===== config.mk =====
export PLATFORM = sky130hd
export DESIGN_NAME = seq_det_sched_flat
export DESIGN_NICKNAME = d
export VERILOG_FILES = /design/src/rtl/seq_det_sched_if.sv /design/src/rtl/seq_det_sched.sv /design/src/flat_wrapper.sv
export SDC_FILE = /design/constraint.sdc
export NUM_CORES = 1
export LEC_CHECK = 0
export BUFFER_PORTS_ARGS = -buffer_cell sky130_fd_sc_hd__buf_4
export CORE_UTILIZATION = 56
export CTS_CLUSTER_DIAMETER = 60
export DETAILED_ROUTE_END_ITERATION = 6
export PLACE_DENSITY_LB_ADDON = 0.3
export SKIP_LAST_GASP = 1
export SYNTH_ARGS = -nofsm -noshare
export SYNTH_HDL_FRONTEND = slang
export SYNTH_SLANG_ARGS = --single-unit

===== constraint.sdc =====
create_clock -name clk -period 2.2 [get_ports clk]
set_input_delay 0.33 -clock clk [delete_from_list [all_inputs] [get_ports clk]]
set_output_delay 0.33 -clock clk [all_outputs]
set_load 0.005 [all_outputs]

===== src/rtl/seq_det_sched_if.sv =====
// Word-level request/grant bundle plus the bit-level link to the external
// sequence detector, shared by the scheduler and whatever sits around it.
interface seq_det_sched_if #(
  parameter int WIDTH = 8,
  parameter int CW    = 4
);
  logic             req0;
  logic [WIDTH-1:0] data0;
  logic             req1;
  logic [WIDTH-1:0] data1;
  logic             gnt0;
  logic             gnt1;
  logic             busy;
  logic             done;
  logic             done_id;
  logic [CW-1:0]    match_cnt;
  logic             det_reset;
  logic             det_ip;
  logic             det_op;

  modport master (
    output req0, data0, req1, data1, det_op,
    input  gnt0, gnt1, busy, done, done_id, match_cnt, det_reset, det_ip
  );

  modport slave (
    input  req0, data0, req1, data1, det_op,
    output gnt0, gnt1, busy, done, done_id, match_cnt, det_reset, det_ip
  );
endinterface


===== src/rtl/seq_det_sched.sv =====
// Round-robin scheduler that feeds one word at a time, MSB first, into a shared
// serial Moore detector and reports how many cycles its output was high.
module seq_det_sched #(
  parameter int WIDTH = 8,
  parameter int CW    = 4
) (
  input  logic              clk,
  input  logic              reset,
  seq_det_sched_if.slave    bus
);
  localparam int IW = $clog2(WIDTH);
  localparam logic [CW-1:0] CNT_MAX = '1;
  localparam logic [IW-1:0] LAST_IDX = IW'(WIDTH - 1);

  typedef enum logic [2:0] {IDLE, CLR, SHIFT, DRAIN, DONE} state_t;

  state_t           state;
  state_t           state_nxt;
  logic [WIDTH-1:0] sreg;
  logic [IW-1:0]    idx;
  logic [CW-1:0]    cnt;
  logic [CW-1:0]    cnt_inc;
  logic [CW-1:0]    match_q;
  logic             last_id;
  logic             owner;
  logic             win_id;
  logic             det_reset_q;

  // On a tie the requester that was not served last wins.
  always_comb begin
    win_id = bus.req1;
    if (bus.req0 && bus.req1) begin
      win_id = ~last_id;
    end
  end

  assign cnt_inc = (bus.det_op && (cnt != CNT_MAX)) ? cnt + 1'b1 : cnt;

  always_comb begin
    state_nxt     = state;
    bus.gnt0      = 1'b0;
    bus.gnt1      = 1'b0;
    bus.busy      = (state != IDLE);
    bus.done      = 1'b0;
    bus.det_ip    = 1'b0;
    bus.done_id   = owner;
    bus.match_cnt = match_q;
    bus.det_reset = det_reset_q;
    case (state)
      IDLE: begin
        if (bus.req0 || bus.req1) begin
          state_nxt = CLR;
        end
      end
      CLR: begin
        bus.gnt0  = ~owner;
        bus.gnt1  = owner;
        state_nxt = SHIFT;
      end
      SHIFT: begin
        bus.det_ip = sreg[WIDTH-1];
        if (idx == LAST_IDX) begin
          state_nxt = DRAIN;
        end
      end
      DRAIN: begin
        state_nxt = DONE;
      end
      DONE: begin
        bus.done  = 1'b1;
        state_nxt = IDLE;
      end
      default: begin
        state_nxt = IDLE;
      end
    endcase
  end

  // The detector output in the first SHIFT cycle still shows its reset state,
  // so counting starts one cycle late and finishes in DRAIN.
  always_ff @(posedge clk) begin
    if (reset) begin
      state       <= IDLE;
      sreg        <= '0;
      idx         <= '0;
      cnt         <= '0;
      match_q     <= '0;
      last_id     <= 1'b1;
      owner       <= 1'b0;
      det_reset_q <= 1'b1;
    end else begin
      state       <= state_nxt;
      det_reset_q <= (state_nxt == CLR);
      case (state)
        IDLE: begin
          if (state_nxt == CLR) begin
            sreg  <= win_id ? bus.data1 : bus.data0;
            owner <= win_id;
          end
        end
        CLR: begin
          cnt <= '0;
          idx <= '0;
        end
        SHIFT: begin
          sreg <= sreg << 1;
          idx  <= idx + 1'b1;
          if (idx != '0) begin
            cnt <= cnt_inc;
          end
        end
        DRAIN: begin
          cnt     <= cnt_inc;
          match_q <= cnt_inc;
        end
        DONE: begin
          last_id <= owner;
        end
        default: begin
        end
      endcase
    end
  end
endmodule


===== src/flat_wrapper.sv =====
// flat-port wrapper written by rule: the top's interface ports become plain ports
module seq_det_sched_flat 
#(
  parameter int WIDTH = 8,
  parameter int CW    = 4
)
  (clk, reset, bus_req0, bus_data0, bus_req1, bus_data1, bus_det_op, bus_gnt0, bus_gnt1, bus_busy, bus_done, bus_done_id, bus_match_cnt, bus_det_reset, bus_det_ip);
  seq_det_sched_if #(.WIDTH(WIDTH), .CW(CW)) bus_i ();
  input  logic clk;
  input  logic reset;
  input wire logic [$bits(bus_i.req0)-1:0] bus_req0;
  input wire logic [$bits(bus_i.data0)-1:0] bus_data0;
  input wire logic [$bits(bus_i.req1)-1:0] bus_req1;
  input wire logic [$bits(bus_i.data1)-1:0] bus_data1;
  input wire logic [$bits(bus_i.det_op)-1:0] bus_det_op;
  output wire logic [$bits(bus_i.gnt0)-1:0] bus_gnt0;
  output wire logic [$bits(bus_i.gnt1)-1:0] bus_gnt1;
  output wire logic [$bits(bus_i.busy)-1:0] bus_busy;
  output wire logic [$bits(bus_i.done)-1:0] bus_done;
  output wire logic [$bits(bus_i.done_id)-1:0] bus_done_id;
  output wire logic [$bits(bus_i.match_cnt)-1:0] bus_match_cnt;
  output wire logic [$bits(bus_i.det_reset)-1:0] bus_det_reset;
  output wire logic [$bits(bus_i.det_ip)-1:0] bus_det_ip;
  assign bus_i.req0 = bus_req0;
  assign bus_i.data0 = bus_data0;
  assign bus_i.req1 = bus_req1;
  assign bus_i.data1 = bus_data1;
  assign bus_i.det_op = bus_det_op;
  assign bus_gnt0 = bus_i.gnt0;
  assign bus_gnt1 = bus_i.gnt1;
  assign bus_busy = bus_i.busy;
  assign bus_done = bus_i.done;
  assign bus_done_id = bus_i.done_id;
  assign bus_match_cnt = bus_i.match_cnt;
  assign bus_det_reset = bus_i.det_reset;
  assign bus_det_ip = bus_i.det_ip;
  seq_det_sched #(.WIDTH(WIDTH), .CW(CW)) u_core (.clk(clk), .reset(reset), .bus(bus_i));
endmodule

==> results of run 1 <==
[final timing paths]
check                        from                       to  slack [ns]
setup / recovery  u_core.state[0]                 bus_gnt1        0.22
setup reg to reg  u_core.state[2]            u_core.cnt[0]        0.52
hold reg to reg    u_core.sreg[3]           u_core.sreg[3]        0.47
hold / removal         bus_det_op  u_core.bus.match_cnt[1]        0.32
[metrics by stage]
step / hold WS, ns / instances
finish: 0.323 / 200
global route: 0.340 / 200
CTS: 0.324 / 200
detailed placement: 0.452 / 196
global placement: 0.438 / 196
floorplan: 0.427 / 143
[metal layers]
layer | vias to the layer above | part of all wire (%)
met3 | 6 | 3.7
met1 | 552 | 40
met4 | 0 | 2.1
met2 | 26 | 54
li1 | 573 | -
met5 | - | 0
[worst register-to-register path, delay by kind of cell, from the launching register on]
kind | cells | cell delay, ns
flip-flops | 1 | 0.69
AND/OR/NAND/NOR | 1 | 0.30
AO/OA/AOI/OAI | 3 | 0.60
[sequential cells by signal, indices dropped and copies added, names as in the netlist]
| name | count |
|---|---|
| u_core.bus.det_reset | 1 |
| u_core.bus.done_id | 1 |
| u_core.bus.match_cnt | 4 |
| u_core.cnt | 4 |
| u_core.idx | 3 |
| u_core.last_id | 1 |
| u_core.sreg | 8 |
| u_core.state | 3 |
[layout by cell type, fill, tap and decap left out, types with 2 or more instances in the layout]
master / n
nor2b_1: 3
nand2b_1: 4
o21ai_0: 3
nor4_1: 2
and2_1: 2
a2bb2oi_1: 2
ha_1: 4
clkbuf_4: 3
nor3_1: 2
a211oi_1: 2
mux2_2: 9
mux2i_1: 3
nand2_1: 14
nor3_4: 2
a21oi_1: 13
nand3_1: 3
inv_1: 6
nor2_1: 7
a22oi_1: 10
or2_2: 2
dfxtp_1: 25
buf_4: 32
a31oi_1: 2
[area by class of cell]
type,instances,share of cell area (%)
inverters,6,1.44
multi-input cells,105,46.9
flip-flops and latches,25,32.1
clock buffers,3,1.44
repair buffers,32,15.4
well taps,28,2.25
clock inverters,1,0.481
[cell families after synthesis]
kind of cell	after synthesis	synth area share (%)
multiplexers	12	10.2
AND/OR/NAND/NOR	48	21.2
buffers and inverters	13	4.55
AO/OA/AOI/OAI	39	20.1
flip-flops	25	38.8
adder cells (fa/ha/maj)	4	3.88
XOR/XNOR	2	1.36
[power by group]
part / leakage [nW] / total [mW] / internal (mW) / switching, mW
Clock: 0.0139 / 0.216 / 0.0696 / 0.146
Sequential: 0.204 / 0.539 / 0.495 / 0.0447
Combinational: 0.424 / 0.275 / 0.136 / 0.139
Total: 0.642 / 1.03 / 0.700 / 0.329
==> impl_metrics.yaml, run 1 <==
worst_setup_path:
  required_ns: 1.87
  cp-end-kind: "output pin"
  crit_path_start_kind: "register"
  path_depth: 3
  arrival_ns: 1.65
  cp.buffers_inverters: 2
  cp_cell_sequence: "inv_1, nor4b_1, buf_4"
  critPathMaxFanout: 10
  critical_path_class: "reg2out"
  reg2reg_depth: 4
  path_delay_family: "flip-flops"
  slowest_delay_ns: 0.62
  slowest_stage: "dfxtp_1"
placement:
  placed_area_um2: 1530
  place_ws_ns: 0.525
  place_congestion: 0.862
  portBuffers: 31
  hpwl_um: 2020
cts:
  cts.path.max_buffers: 2
  clk_pin_slew_worst_paths_ns: 0.15
  cts_tree: "done"
  clk_latency_ns: 0.33
  cts_resized: 0
  cts_root_buf: "clkbuf_4"
  cts_setup_buffers: 0
  cts_hold_buf: 0
  cts_buffers: 3
  cts_max_level: 1
  cts_sinks: 25
floorplan:
  rows: 17
  start_util_pct: 58.9
  boundaryPins: 32
  die_h_um: 50.0
  core_area_um2: 2190
  dieArea_um2: 2500
  die_x_um: 50.0
final_layout:
  regArea_um2: 500
  utilization_pct: 71.2
  multi_input_area_um2: 732
  finalInstanceArea_um2: 1560
  diodes: 0
  synthToLayoutAreaGrowth_pct: 20.8
  nNetsFinal: 198
  nFillCells: 178
  drive_gt1_share_pct: 29.7
routing:
  final_antenna_net_count: 0
  vias_per_cell: 5.79
  drc: 0
  routedWlPerCell_um: 13.6
  vias: 1157
  drt_iter0_markers: 19
  drt-total-wl_um: 2710
  firstDrtPassIters: 4
synth:
  async_flop_share_pct: 0
  synth_cell_types: 40
  synthMostInstantiatedCell: "dfxtp_1"
  synth-seq-cells: 25
  synth_ff_type: "dfxtp_1"
  synth.yosys.seq_area_share_pct: 38.8
  synth.avg_cell_area_um2: 9.03
  netlist.area_leader.share_pct: 38.8
  synthesis.nets: 168
  synth_area_leader_cell: "dfxtp_1"
  ys_top_cells_by_area: "dfxtp_1 39%, mux2_2 7.8%, a22oi_1 5.8%"
  synthTopCellsByCount: "25 x dfxtp_1, 14 x nand2_1, 13 x a21oi_1"
  synth-edff-count: 0
  syn_inst: 143
  yosysWarnings: 0
  synth_area_um2: 1290
grt:
  grt_remaining_overflow: 0
  grtUsageMet2_pct: 45.6
  grt_start_max_net_pins: 28
  use_met1_pct: 24.3
  grt_util_all_layers_pct: 24.0
  top_usage_layer: "met2"
  use_met3_pct: 3.70
  grt_pass1_vias: 1126
  antenna_found_initial: 0
  grt_pass1_wl_um: 4550
worst_hold_path:
  hold_path.class: "in2reg"
  hold-path-cell-count: 3
sta:
  finClkSkew_ns: 0.00960
  worst_slew_pin_slew_ns: 0.607
  finalMaxSlewViolations: 0
  period_minus_slack_ns: 1.98
  post-route-period-util_pct: 90.2
  timing.final.ws_setup_ns: 0.216
  setup_violations: 0
  hold_viol_final: 0
  rsz0062_at_grt: "false"
  tns_ns: 0
  fmax_mhz: 504
  slew_headroom_pct: 59.6
status:
  status: "completed"
job:
  maxCapViolCount: 0
power:
  p_per_area_nw_per_um2: 660
  peakVddDrop_mv: 0.514
  power.leakage_nw: 0.642
  p_total_mw: 1.03
Power figures use the tool's default switching activity.
==> inputs of run 2 (changes only) <==
--- a/config.mk
+++ b/config.mk
@@ -5,6 +5,7 @@
 export SDC_FILE = /design/constraint.sdc
 export NUM_CORES = 1
 export LEC_CHECK = 0
+export ABC_AREA = 1
 export BUFFER_PORTS_ARGS = -buffer_cell sky130_fd_sc_hd__buf_4
 export CORE_UTILIZATION = 56
 export CTS_CLUSTER_DIAMETER = 60
==> run 2 against run 1 <==
Against the previous run:
- clock power about the same
- design area up 1.4%
- final cell count up 25%
- sequential share of layout area down 0.43 points
- global-route usage up 0.66 points
- via count up 14%
- non-clock buffer count down 1
- synthesized cell count up 34%
==> impl_metrics.yaml, run 2 <==
cts:
  cts.path.max_buffers: 2
  cts_root_buf: "clkbuf_4"
  cts_setup_buffers: 0
  cts_buffers: 3
  cts_hold_buf: 0
  cts_max_level: 1
  clk_latency_ns: 0.33
  cts_resized: 0
  cts_tree: "done"
  clk_pin_slew_worst_paths_ns: 0.15
  cts_sinks: 25
routing:
  vias: 1317
  drt-total-wl_um: 3030
  final_antenna_net_count: 0
  drc: 0
  drt_iter0_markers: 49
  vias_per_cell: 5.29
  firstDrtPassIters: 4
  routedWlPerCell_um: 12.1
worst_setup_path:
  crit_end: "bus_gnt1"
  cp-end-kind: "output pin"
  arrival_ns: 1.31
  critPathMaxFanout: 4
  r2r-end: "u_core.bus.match_cnt[1]"
  reg2reg_depth: 8
  required_ns: 1.87
  crit_path_start_kind: "register"
  regToRegStartpoint: "u_core.cnt[0]"
  reg2reg_slack_ns: 0.81
  cp-startpoint: "u_core.state[1]"
  critical_path_class: "reg2out"
grt:
  grt_pass1_vias: 1148
  grt_util_all_layers_pct: 24.7
  antenna_found_initial: 0
  grt_remaining_overflow: 0
  grt_pass1_wl_um: 4700
  grt_start_max_net_pins: 18
final_layout:
  nNetsFinal: 247
  diodes: 0
  drive_gt1_share_pct: 19.9
  final_common_cell: "nand2_1"
  largest_reg_flops: 8
  top_register: "u_core.sreg"
  final_cell_mix: "54 x nand2_1, 31 x buf_4, 28 x inv_1"
  nFillCells: 201
  synthToLayoutAreaGrowth_pct: 18.6
status:
  status: "completed"
power:
  sw_frac_of_total_pct: 31.8
  power.leakage_nw: 0.822
  pwr-share-clk_pct: 22.6
  combPwrFrac_pct: 23.7
  intPower_mw: 0.646
  p_seq_share_pct: 53.7
  peakVddDrop_mv: 0.507
  power_switching_mw: 0.301
  p_per_area_nw_per_um2: 599
floorplan:
  boundaryPins: 32
  dieArea_um2: 2580
  rows: 17
  core_area_um2: 2230
  die_x_um: 50.8
  die_h_um: 50.8
  start_util_pct: 59.7
synth:
  synthTopCellsByCount: "54 x nand2_1, 28 x inv_1, 25 x dfxtp_1"
  yosysWarnings: 0
  synthesis.nets: 217
  synth-edff-count: 0
  synthMostInstantiatedCell: "nand2_1"
  ys_top_cells_by_area: "dfxtp_1 38%, nand2_1 15%, nand3_1 8.3%"
  synth_ff_type: "dfxtp_1"
  synth_area_um2: 1330
  synth_area_leader_cell: "dfxtp_1"
  synth_cell_types: 24
  async_flop_share_pct: 0
  synth-seq-cells: 25
  netlist.area_leader.share_pct: 37.5
  syn_inst: 192
  synth.avg_cell_area_um2: 6.95
  synth.yosys.seq_area_share_pct: 37.5
sta:
  finClkSkew_ns: 0.0143
  finalMaxSlewViolations: 0
  tns_ns: 0
  rsz0062_at_grt: "false"
  post-route-period-util_pct: 74.5
  hold_viol_final: 0
  slew_headroom_pct: 75.4
  period_minus_slack_ns: 1.64
  setup_violations: 0
  worst_slew_pin_slew_ns: 0.368
  fmax_mhz: 610
  timing.final.ws_setup_ns: 0.561
placement:
  place_congestion: 0.894
  portBuffers: 31
  place_ws_ns: 0.841
  hpwl_um: 2280
worst_hold_path:
  hold_path.class: "in2reg"
job:
  maxCapViolCount: 0
run 2: cell count changes after synthesis, moves of 4 or more:
cell      previous run  this run
o21ai_1              0         6
a21oi_1             13        17
mux2_2               9         0
inv_1                6        28
nand2b_1             4         0
nand2_1             14        54
a22oi_1             10         0
nand3_1              3        22
run 2: cell type report:
class                   count  area, µm²  share of cell area [%]
multi-input cells         133        678                    42.9
flip-flops and latches     25        500                    31.6
repair buffers             31        233                    14.7
inverters                  28        105                    6.65
well taps                  28       35.0                    2.22
clock buffers               3       22.5                    1.42
clock inverters             1       7.51                   0.475
run 2: per-layer routing:
layer	GRT usage, %	up-vias	part of all wire [%]
li1	-	678	-
met1	29.6	593	46
met2	42.9	39	49
met3	3.94	7	3.1
met4	11.1	0	1.9
met5	0	-	0
run 2: critical path: stages, from the launching register on:
cell and delay [ns]:
dfxtp_1 0.39, inv_1 0.15, nand3_1 0.17, nor2_1 0.14, buf_4 0.12
run 2: worst min-delay path by stage:
stage	startpoint	endpoint	slack, ns	cells past startpoint
2_1_floorplan	u_core.last_id	u_core.last_id	0.45	2
3_3_place_gp	u_core.idx[0]	u_core.idx[0]	0.47	1
3_5_place_dp	u_core.idx[1]	u_core.idx[1]	0.48	2
4_1_cts	reset	u_core.state[0]	0.23	2
5_1_grt	reset	u_core.state[0]	0.25	2
6_report	reset	u_core.cnt[0]	0.25	2
run 2: power groups by stage:
stage          Combinational, mW  Clock, mW  Sequential, mW
2_1_floorplan              0.157          0           0.513
3_3_place_gp               0.216          0           0.516
3_5_place_dp               0.223          0           0.518
4_1_cts                    0.224      0.223           0.508
5_1_grt                    0.252      0.234           0.511
6_report                   0.224      0.214           0.509
run 2: per-stage QoR:
step	utilization (%)	area [µm²]	power, mW	instances	hold slack [ns]
finish	70.8	1580	0.947	249	0.246
global route	70.8	1580	0.997	249	0.255
CTS	70.8	1580	0.955	249	0.234
detailed placement	69.5	1550	0.740	245	0.481
global placement	69.5	1550	0.732	245	0.471
floorplan	-	1330	0.670	192	0.446
run 2: logic make-up (layout without fill, tap and decap cells):
kind of cell,Yosys count,in the layout,synth area share [%]
AO/OA/AOI/OAI,35,35,15.1
adder cells (fa/ha/maj),4,4,3.75
flip-flops,25,25,37.5
buffers and inverters,34,63,11.6
AND/OR/NAND/NOR,94,94,32.0
